--- src/rtl/t_demux_1x10_loader.sv ---
// Stream-to-ten-slot loader feeding the 10:1 display mux.
// Define DEMUX_DOUBLE_BUF_EN for shadow slots with a one-cycle atomic commit; default writes y directly.
`timescale 1ns/1ps
module t_demux_1x10_loader #(
  parameter int                DATA_W    = 8,
  parameter logic [DATA_W-1:0] RESET_VAL = '0
) (
  input  logic              clk,
  input  logic              rst_n,
  input  logic              in_valid,
  output logic              in_ready,
  input  logic [DATA_W-1:0] in_data,
  input  logic              in_addr_en,
  input  logic [3:0]        in_addr,
  input  logic              in_last,
  input  logic              frame_start,
  output logic [DATA_W-1:0] y0,
  output logic [DATA_W-1:0] y1,
  output logic [DATA_W-1:0] y2,
  output logic [DATA_W-1:0] y3,
  output logic [DATA_W-1:0] y4,
  output logic [DATA_W-1:0] y5,
  output logic [DATA_W-1:0] y6,
  output logic [DATA_W-1:0] y7,
  output logic [DATA_W-1:0] y8,
  output logic [DATA_W-1:0] y9,
  output logic [3:0]        wr_ptr,
  output logic              frame_done,
  output logic              err_addr
);

  logic [DATA_W-1:0] y_q [10];
  logic              accept;
  logic              auto_mode;
  logic              addr_bad;
  logic              do_write;
  logic              trigger;
  logic [3:0]        auto_slot;
  logic [3:0]        wr_slot;
  logic [3:0]        wr_ptr_q;
  logic [3:0]        wr_ptr_nxt;

  // frame_start redirects a same-cycle auto beat to slot 0
  assign auto_mode = ~in_addr_en;
  assign auto_slot = frame_start ? 4'd0 : wr_ptr_q;
  assign addr_bad  = in_addr_en && (in_addr > 4'd9);
  assign wr_slot   = in_addr_en ? in_addr : auto_slot;
  assign accept    = in_valid && in_ready;
  assign do_write  = accept && !addr_bad;
  assign trigger   = accept && (in_last || (auto_mode && (auto_slot == 4'd9)));

  // An auto beat into slot 9 always triggers, so the increment never passes 9
  always_comb begin
    wr_ptr_nxt = wr_ptr_q;
    if (trigger)
      wr_ptr_nxt = 4'd0;
    else if (accept && auto_mode)
      wr_ptr_nxt = auto_slot + 4'd1;
    else if (frame_start)
      wr_ptr_nxt = 4'd0;
  end

  always_ff @(posedge clk or negedge rst_n) begin
    if (!rst_n) begin
      wr_ptr_q <= 4'd0;
      err_addr <= 1'b0;
    end else begin
      wr_ptr_q <= wr_ptr_nxt;
      err_addr <= accept && addr_bad;
    end
  end

`ifdef DEMUX_DOUBLE_BUF_EN
  typedef enum logic {FILL, COMMIT} state_t;

  state_t            state_q;
  state_t            state_nxt;
  logic [DATA_W-1:0] shadow_q [10];

  always_ff @(posedge clk or negedge rst_n) begin
    if (!rst_n)
      state_q <= FILL;
    else
      state_q <= state_nxt;
  end

  always_comb begin
    state_nxt = state_q;
    case (state_q)
      FILL:    if (trigger) state_nxt = COMMIT;
      COMMIT:  state_nxt = FILL;
      default: state_nxt = FILL;
    endcase
  end

  assign in_ready = (state_q == FILL);

  always_ff @(posedge clk or negedge rst_n) begin
    if (!rst_n) begin
      for (int i = 0; i < 10; i++) shadow_q[i] <= RESET_VAL;
    end else begin
      for (int i = 0; i < 10; i++)
        if (do_write && (wr_slot == 4'(i))) shadow_q[i] <= in_data;
    end
  end

  // The whole frame moves to the outputs in the single COMMIT cycle
  always_ff @(posedge clk or negedge rst_n) begin
    if (!rst_n) begin
      for (int i = 0; i < 10; i++) y_q[i] <= RESET_VAL;
      frame_done <= 1'b0;
    end else begin
      if (state_q == COMMIT)
        for (int i = 0; i < 10; i++) y_q[i] <= shadow_q[i];
      frame_done <= (state_q == COMMIT);
    end
  end
`else
  assign in_ready = 1'b1;

  always_ff @(posedge clk or negedge rst_n) begin
    if (!rst_n) begin
      for (int i = 0; i < 10; i++) y_q[i] <= RESET_VAL;
      frame_done <= 1'b0;
    end else begin
      for (int i = 0; i < 10; i++)
        if (do_write && (wr_slot == 4'(i))) y_q[i] <= in_data;
      frame_done <= trigger;
    end
  end
`endif

  assign y0     = y_q[0];
  assign y1     = y_q[1];
  assign y2     = y_q[2];
  assign y3     = y_q[3];
  assign y4     = y_q[4];
  assign y5     = y_q[5];
  assign y6     = y_q[6];
  assign y7     = y_q[7];
  assign y8     = y_q[8];
  assign y9     = y_q[9];
  assign wr_ptr = wr_ptr_q;

endmodule

--- config.mk ---
export PLATFORM = sky130hd
export DESIGN_NAME = t_demux_1x10_loader
export DESIGN_NICKNAME = d
export VERILOG_FILES = /design/src/rtl/t_demux_1x10_loader.sv
export SDC_FILE = /design/constraint.sdc
export NUM_CORES = 1
export LEC_CHECK = 0
export ABC_AREA = 1
export BUFFER_PORTS_ARGS = -buffer_cell sky130_fd_sc_hd__buf_2
export CORE_ASPECT_RATIO = 1.1
export CORE_MARGIN = 5
export CORE_UTILIZATION = 50
export CTS_BUF_LIST = sky130_fd_sc_hd__clkbuf_4
export CTS_CLUSTER_DIAMETER = 60
export CTS_CLUSTER_SIZE = 12
export DETAILED_ROUTE_END_ITERATION = 16
export PLACE_DENSITY = 0.73
export RECOVER_POWER = 100
export SLEW_MARGIN = 20
export SYNTH_ARGS = -nofsm -noshare
export SYNTH_HDL_FRONTEND = slang
export SYNTH_SLANG_ARGS = --single-unit
--- constraint.sdc ---
create_clock -name clk -period 3.4 [get_ports clk]
set_input_delay 0.17 -clock clk [delete_from_list [all_inputs] [get_ports clk]]
set_output_delay 0.17 -clock clk [all_outputs]
set_load 0.05 [all_outputs]
# [Yosys cells after proc, flatten, opt, wreduce, memory -nomap -nowiden]
# Index checks and enable logic that the tools add are counted.
[classes] bitwise_logic=1 reduce_logical=19 muxes=4 add_sub_neg=1 n_eq_ne=10 magnitude_cmp=1
[op_table] cell="4-bit by 3-bit equality test with 1-bit output (second input constant)" count=4
[op_table] cell="1-bit logical AND" count=16
[op_table] cell="4-bit two-way mux" count=4
[op_table] cell="4-bit equality test (second input constant)" count=3
[op_table] cell="4-bit by 2-bit equality test with 1-bit output (second input constant)" count=2
[op_table] cell="4-bit by 1-bit adder with 4-bit output (second input constant)" count=1
[op_table] cell="4-bit by 1-bit equality test with 1-bit output (second input constant)" count=1
[op_table] cell="4-bit greater-than comparator (second input constant)" count=1
[op_table] cell="4-bit logical NOT" count=1
[op_table] cell="1-bit logical NOT" count=1
[op_table] cell="1-bit logical OR" count=1
[op_table] cell="1-bit NOT" count=1
[word_totals] word_cells=49 output_inout_bits=87 ff_bits=86 input_bits=18

# [Logic depth before layout (Yosys ltp)]
# Gate-level depths: netlist of the first run.
[logic_depth] depth_word=6 depth_mapped=9 depth_no_buf=9

# [Worst setup path after synthesis of the first run]
# OpenSTA, ideal clock, no wires.
[synth_path] kind="register to register" startpoint="register wr_ptr_q[0], in the netlist wr_ptr[0]" endpoint="register y_q (netlist bit y3[2])" arrival_ps=1509 setup_ps=66 n_path_buf=1 stages_incl_launch_ff=8 required_time_ps=3334 slack_ps=1825 synth_period_minus_slack_ps=1575 cell_sequence="dfrtp_1 nand2_1 nand2_1 nand2_1 nor2_4 buf_2 nand3_1 nand2_1"
[synth_via] elab_chain_len=4
[synth_rtl] element="start, declared" line="40" text="logic [3:0] wr_ptr_q;"
[synth_rtl] element="start signal, assigned" line="68" text="wr_ptr_q <= wr_ptr_nxt;"
[synth_rtl] element="4-bit two-way mux"
[synth_rtl] element="4-bit two-way mux" line="47" text="assign wr_slot = in_addr_en ? in_addr : auto_slot;"
[synth_rtl] element="4-bit by 2-bit equality test with 1-bit output" line="127" text="if (do_write && (wr_slot == 4'(i))) y_q[i] <= in_data;"
[synth_rtl] element="1-bit logical AND" line="127"
[synth_rtl] element="end signal, assigned by index" line="127"
[synth_rtl] element="end, declared" line="32" text="logic [DATA_W-1:0] y_q [10];"
# Every way passes these cells.
# A chain may end at the register's enable or synchronous reset.

# [Worst setup path in the final report of the first run]
[layout_path] startpoint="register wr_ptr_q[3], in the netlist wr_ptr[3]" endpoint="register y_q (netlist bit y4[3])"
[layout_via] elab_chain_len=4
[layout_rtl] element="4-bit two-way mux"
[layout_rtl] element="4-bit two-way mux" line="47"
[layout_rtl] element="4-bit by 3-bit equality test with 1-bit output" line="127"
[layout_rtl] element="1-bit logical AND" line="127"
# Every way passes these cells.

==> impl_metrics.py, run 1 <==
metrics = {
    "worst_setup_path": {
        "worstSetupStartpoint": "wr_ptr[3]$_DFF_PN0_",
        "worstSetupStartpointType": "flop",
        "worst_setup_path_end_kind": "flop",
        "critPathRequiredTime_ps": 3710,
        "cp_data_arrival_time_ps": 2880,
        "criticalPathCategory": "reg -> reg",
        "r2r_setup_slack_ps": 830,
        "crit_top_cell": "nand2_1",
        "crit_slowest_cell": "nor2_2",
        "reg2reg_to": "y4[3]$_DFFE_PN0P_",
        "critical_path.max_fanout": 36,
        "reg2regPathDepth": 8,
        "crit_end": "y4[3]$_DFFE_PN0P_",
        "rr_startpoint": "wr_ptr[3]$_DFF_PN0_",
        "slowest_delay_ps": 990,
        "crit_chain": "nand2_1 > nand2_1 > nand2_1 > nand2_2 > nor2_2 > nand2_1 > nand2_1 > nand2_1",
    },
    "clock_network": {
        "ctsResizeCount": 0,
        "clockBufferDepth": 2,
        "cts_buffers": 9,
        "cts_tree": "built",
        "h-tree-depth": 3,
        "clk_pin_slew_worst_paths_ps": 130,
        "cts-root-buf": "clkbuf_4",
        "post_cts_buffers": 0,
        "hold_buffers": 2,
        "cts.sinks": 86,
        "insertion_delay_ps": 420,
    },
    "power": {
        "total_power_uw": 3550,
        "leakagePower_uw": 0.00225,
        "irDropWorstVdd_uv": 320,
        "p_per_area_nw_per_um2": 827,
    },
    "sta": {
        "setup_tns_ps": 0,
        "period_share_pct": 75.6,
        "fin_skew_ps": 9.61,
        "rsz0062_at_grt": "no",
        "min_period_ps": 2570,
        "setup_viol": 0,
        "worstMarginPinSlew_ps": 2120,
        "maxSlewViolCount": 87,
        "slew_headroom_pct": -41.0,
        "max_freq_mhz": 389,
        "setup_ws_ps": 829,
        "hold_viol": 0,
    },
    "placed_design": {
        "port_buffers": 103,
        "dp.cells": 599,
        "gp_congestion": 0.886,
        "dp_hpwl_um": 6530,
        "place_ws_ps": 1380,
    },
    "global_route": {
        "grt_pass1_vias": 3138,
        "grt_max_degree": 87,
        "grt_pass1_wl_um": 15800,
        "antenna_found_initial": 0,
        "track_usage_pct": 21.8,
        "overflow": 0,
    },
    "run_status": {
        "violations": "capacitance limit, slew limit",
        "outcome": "complete, but fails checks",
    },
    "logic_synthesis": {
        "synth_area_um2": 3730,
        "synth.area.top_cells": "dfrtp_1, nand2_1, nand3_1",
        "yosys.area.top_type_share_pct": 57.7,
        "synth_cells": 430,
        "syn_avg_cell_area_um2": 8.68,
        "netlist.top_cell.by_area": "dfrtp_1",
        "yosys_warnings": 0,
        "synth-seq-cells": 86,
        "synth_cell_types": 23,
        "syn-num-nets": 450,
        "ys_seq_area_share_pct": 57.7,
    },
    "run": {
        "cap_violations": 1,
    },
    "final_layout": {
        "nets": 545,
        "layout_common_cells": "nand2_1, clkbuf_1, nand3_1, dfrtp_1, buf_2",
        "layout_commonest_cell": "nand2_1",
        "fin_cells": 617,
        "drive_gt1_share_pct": 9.25,
        "area_growth_pct": 14.8,
        "n_antenna_cell": 0,
        "final_util_pct": 58.3,
    },
    "routing": {
        "num_vias": 3296,
        "wl_met1_um": 4360,
        "avgRoutedWirePerCell_um": 16.1,
        "final_antenna_net_count": 0,
        "dr_wl_met2_um": 4700,
        "met3_length_um": 665,
        "routed_via_density": 5.34,
        "first_iter_violations": 224,
        "postRouteWirelength_um": 9960,
        "drc": 0,
        "highest_layer": "met4",
        "firstDrtPassIters": 4,
    },
    "floorplan": {
        "die_h_um": 101,
        "rows": 33,
        "die_area_um2": 9290,
        "start_util_pct": 50.8,
        "die_x_um": 92.4,
        "coreArea_um2": 7350,
        "io-pin-count": 105,
    },
    "hold_path": {
        "worstHoldStart": "in_addr[3]",
        "hp-class": "in -> reg",
    },
}
[power by group]
| part | switching, uW | internal (uW) |
|---|---|---|
| sequential | 149 | 1260 |
| combinational | 1200 | 205 |
| clock | 347 | 380 |
[layer usage]
layer  vias up  track usage (%)
li1       1560                -
met1      1589             29.7
met2       128             34.0
met3        19             5.45
met4         0             7.89
met5         -                0
[worst min-delay path by stage]
stage,end,slack (ps),depth (start not counted)
CTS,err_addr$_DFF_PN0_,2,3
global route,err_addr$_DFF_PN0_,40,3
floorplan,err_addr$_DFF_PN0_,-130,0
finish,err_addr$_DFF_PN0_,30,3
global placement,y6[2]$_DFFE_PN0P_,420,1
detailed placement,y6[2]$_DFFE_PN0P_,430,1
[flip-flops by register name (all words and copies together) (netlist names)]
register and count:
y1 8, y5 8, y4 8, wr_ptr 4, err_addr 1, y6 8
y9 8, y3 8, y8 8, frame_done 1, y7 8, y0 8
y2 8
[metrics by stage]
stage / area (um2) / hold WS, ps
after global placement: 4230 / 418
final: 4290 / 32.6
after detailed placement: 4230 / 430
after CTS: 4440 / 1.81
after floorplan: 3730 / -126
after global routing: 4290 / 37.8
[cell type report]
type	count	area [um2]
repair buffers	105	427
well taps	87	109
clock inverters	6	110
clock buffers	10	75.1
fillers	729	3060
multi-input cells	310	1360
flip-flops and latches	86	2150
inverters	13	51.3
[kinds of logic (layout without fill, tap and decap cells)]
kind of cell,count (synthesis),in the layout,share of synthesized area (%)
AOI/OAI and AO/OA,3,3,0.402
buffers and inverters,34,134,4.83
and+or+nand+nor,303,303,36.1
adders and majority gates,2,2,0.670
other,1,1,0.100
DFF,86,86,57.7
xor gates and xnor gates,1,1,0.235
[cell usage after synthesis, drive strengths merged]
library cell	n
a21oi	1
buf	13
clkbuf	8
conb	1
dfrtp	86
ha	2
inv	13
nand2	200
nand3	86
nor2	16
nor3	1
o21ai	2
xor2	1
[critical path, delay by kind of cell, from the launching register on]
kind             cells  cell delay [ps]
flip-flops           1              430
AND/OR/NAND/NOR      8             2040
No activity file was read; power rests on OpenSTA's default activity.
==> run 2: changes to the inputs <==
==> constraint.sdc (replaced) <==
create_clock -name clk -period 2.4 [get_ports clk]
set_input_delay 0.12 -clock clk [delete_from_list [all_inputs] [get_ports clk]]
set_output_delay 0.12 -clock clk [all_outputs]
set_load 0.05 [all_outputs]
==> run 2 against run 1 <==
Effect of this change:
- the run now ends clean
- flip-flop and latch count stayed put
- final cell count is 0.49% higher
- combinational power is 42% higher
- register-to-register slack worse by 430 ps
- maximum frequency is 28% higher
- highest routed layer unchanged
==> impl_metrics.py, run 2 (synthesis results as in run 1) <==
metrics = {
    "run_status": {
        "outcome": "finished, final reports clean",
    },
    "final_layout": {
        "nets": 548,
        "fillers": 744,
        "regArea_um2": 2150,
        "multi_input_area_um2": 1360,
        "area_growth_pct": 14.5,
        "drive_gt1_share_pct": 9.57,
        "n_antenna_cell": 0,
        "layout_commonest_cell": "nand2_1",
        "layout_common_cells": "nand2_1, clkbuf_1, nand3_1, dfrtp_1, buf_2",
    },
    "sta": {
        "fin_skew_ps": 21.1,
        "period_share_pct": 83.6,
        "rsz0062_at_grt": "no",
        "setup_viol": 0,
        "slew_headroom_pct": 30.6,
        "max_freq_mhz": 499,
        "maxSlewViolCount": 0,
        "min_period_ps": 2010,
        "hold_viol": 0,
        "holdWs_ps": 77.0,
        "worstMarginPinSlew_ps": 1040,
        "setup_tns_ps": 0,
    },
    "placed_design": {
        "dp_hpwl_um": 6580,
        "port_buffers": 103,
        "gp_congestion": 0.897,
    },
    "clock_network": {
        "cts_buffers": 9,
        "cts_tree": "built",
        "insertion_delay_ps": 420,
        "h-tree-depth": 3,
        "ctsResizeCount": 0,
        "cts-root-buf": "clkbuf_4",
        "cts.sinks": 86,
        "clockBufferDepth": 2,
        "clk_pin_slew_worst_paths_ps": 120,
    },
    "worst_setup_path": {
        "critical_path.max_fanout": 36,
        "slowest_delay_ps": 630,
        "worst_setup_path_end_kind": "flop",
        "worstSetupStartpointType": "flop",
        "crit_slowest_cell": "nor2_4",
        "crit_chain": "nand2_1 > nand2_1 > nand2_1 > nand2_1 > nor2_4 > nand2_2 > nand2_1 > nand2_1",
        "worstSetupStartpoint": "wr_ptr[3]$_DFF_PN0_",
        "critPathRequiredTime_ps": 2710,
        "criticalPathCategory": "reg -> reg",
        "r2r_setup_slack_ps": 390,
        "cp_data_arrival_time_ps": 2310,
        "reg2regPathDepth": 8,
        "rr_startpoint": "wr_ptr[3]$_DFF_PN0_",
        "reg2reg_to": "y6[3]$_DFFE_PN0P_",
        "crit_top_cell": "nand2_1",
    },
    "routing": {
        "postRouteWirelength_um": 9530,
        "final_antenna_net_count": 0,
        "avgRoutedWirePerCell_um": 15.4,
        "firstDrtPassIters": 4,
        "first_iter_violations": 186,
        "routed_via_density": 5.10,
        "drc": 0,
        "num_vias": 3163,
    },
    "hold_path": {
        "whs_path_depth": 4,
        "worstHoldStart": "frame_start",
        "min_to": "wr_ptr[3]$_DFF_PN0_",
        "hp-class": "in -> reg",
    },
    "floorplan": {
        "io-pin-count": 105,
        "start_util_pct": 50.8,
        "die_x_um": 92.4,
        "die_h_um": 101,
        "coreArea_um2": 7350,
        "rows": 33,
        "die_area_um2": 9290,
    },
    "power": {
        "irDropWorstVdd_uv": 634,
        "p_per_area_nw_per_um2": 1120,
        "leakagePower_uw": 0.00225,
        "total_power_uw": 4800,
    },
    "global_route": {
        "grt_max_degree": 48,
        "grt_pass1_wl_um": 15600,
        "grt_pass1_vias": 3071,
        "track_usage_pct": 21.5,
        "antenna_found_initial": 0,
        "overflow": 0,
    },
    "run": {
        "cap_violations": 0,
    },
}
run 2: cell count changes in the layout (fill, tap and decap cells not counted):
cell / before / now
buf_4: 0 / 1
inv_6: 0 / 1
clkinv_4: 1 / 0
clkinv_2: 0 / 2
bufinv_16: 3 / 1
dlygate4sd3_1: 2 / 3
buf_12: 0 / 1
run 2: area by class of cell:
cell class	instances	area share (%)
clock inverters	6	1.41
inverters	13	1.20
repair buffers	108	10.9
multi-input cells	310	31.9
well taps	87	2.55
flip-flops and latches	86	50.4
clock buffers	10	1.76
run 2: metal layers:
metal	track usage, %	vias up	part of all wire (%)
met5	0	-	0
li1	-	1560	-
met4	8.91	0	0.86
met2	33.7	121	47
met3	4.41	8	8.7
met1	29.2	1474	44
run 2: worst max-delay path by stage:
stage / end / cells after the start / slack, ps
finish: y6[3]$_DFFE_PN0P_ / 8 / 390
global route: y4[7]$_DFFE_PN0P_ / 8 / 200
CTS: y2[7]$_DFFE_PN0P_ / 8 / 570
detailed placement: y1[5]$_DFFE_PN0P_ / 8 / 570
global placement: y1[2]$_DFFE_PN0P_ / 8 / 660
floorplan: y3[2]$_DFFE_PN0P_ / 7 / 820
run 2: per-stage QoR:
| step | worst slack, ps | cells | util, % | area (um2) |
|---|---|---|---|---|
| 2_1_floorplan | 825 | 430 | - | 3730 |
| 3_3_place_gp | 662 | 601 | 57.9 | 4260 |
| 3_5_place_dp | 570 | 601 | 57.9 | 4260 |
| 4_1_cts | 567 | 620 | 60.2 | 4420 |
| 5_1_grt | 200 | 620 | 58.1 | 4270 |
| 6_report | 394 | 620 | 58.1 | 4270 |
run 2: repair_timing:
action,CTS,global route
hold buffers,3,0
setup buffers,0,0
endpoints found under the hold margin,40,0
run 2: power breakdown:
part           switching, uW  total [uW]  internal (uW)
sequential               203        1990           1790
combinational           1700        2000            296
clock                    484         811            327
run 2: worst max-delay path, delay by kind of cell, from the launching register on:
kind,cells,cell delay (ps)
and+or+nand+nor,8,1490
DFF,1,410
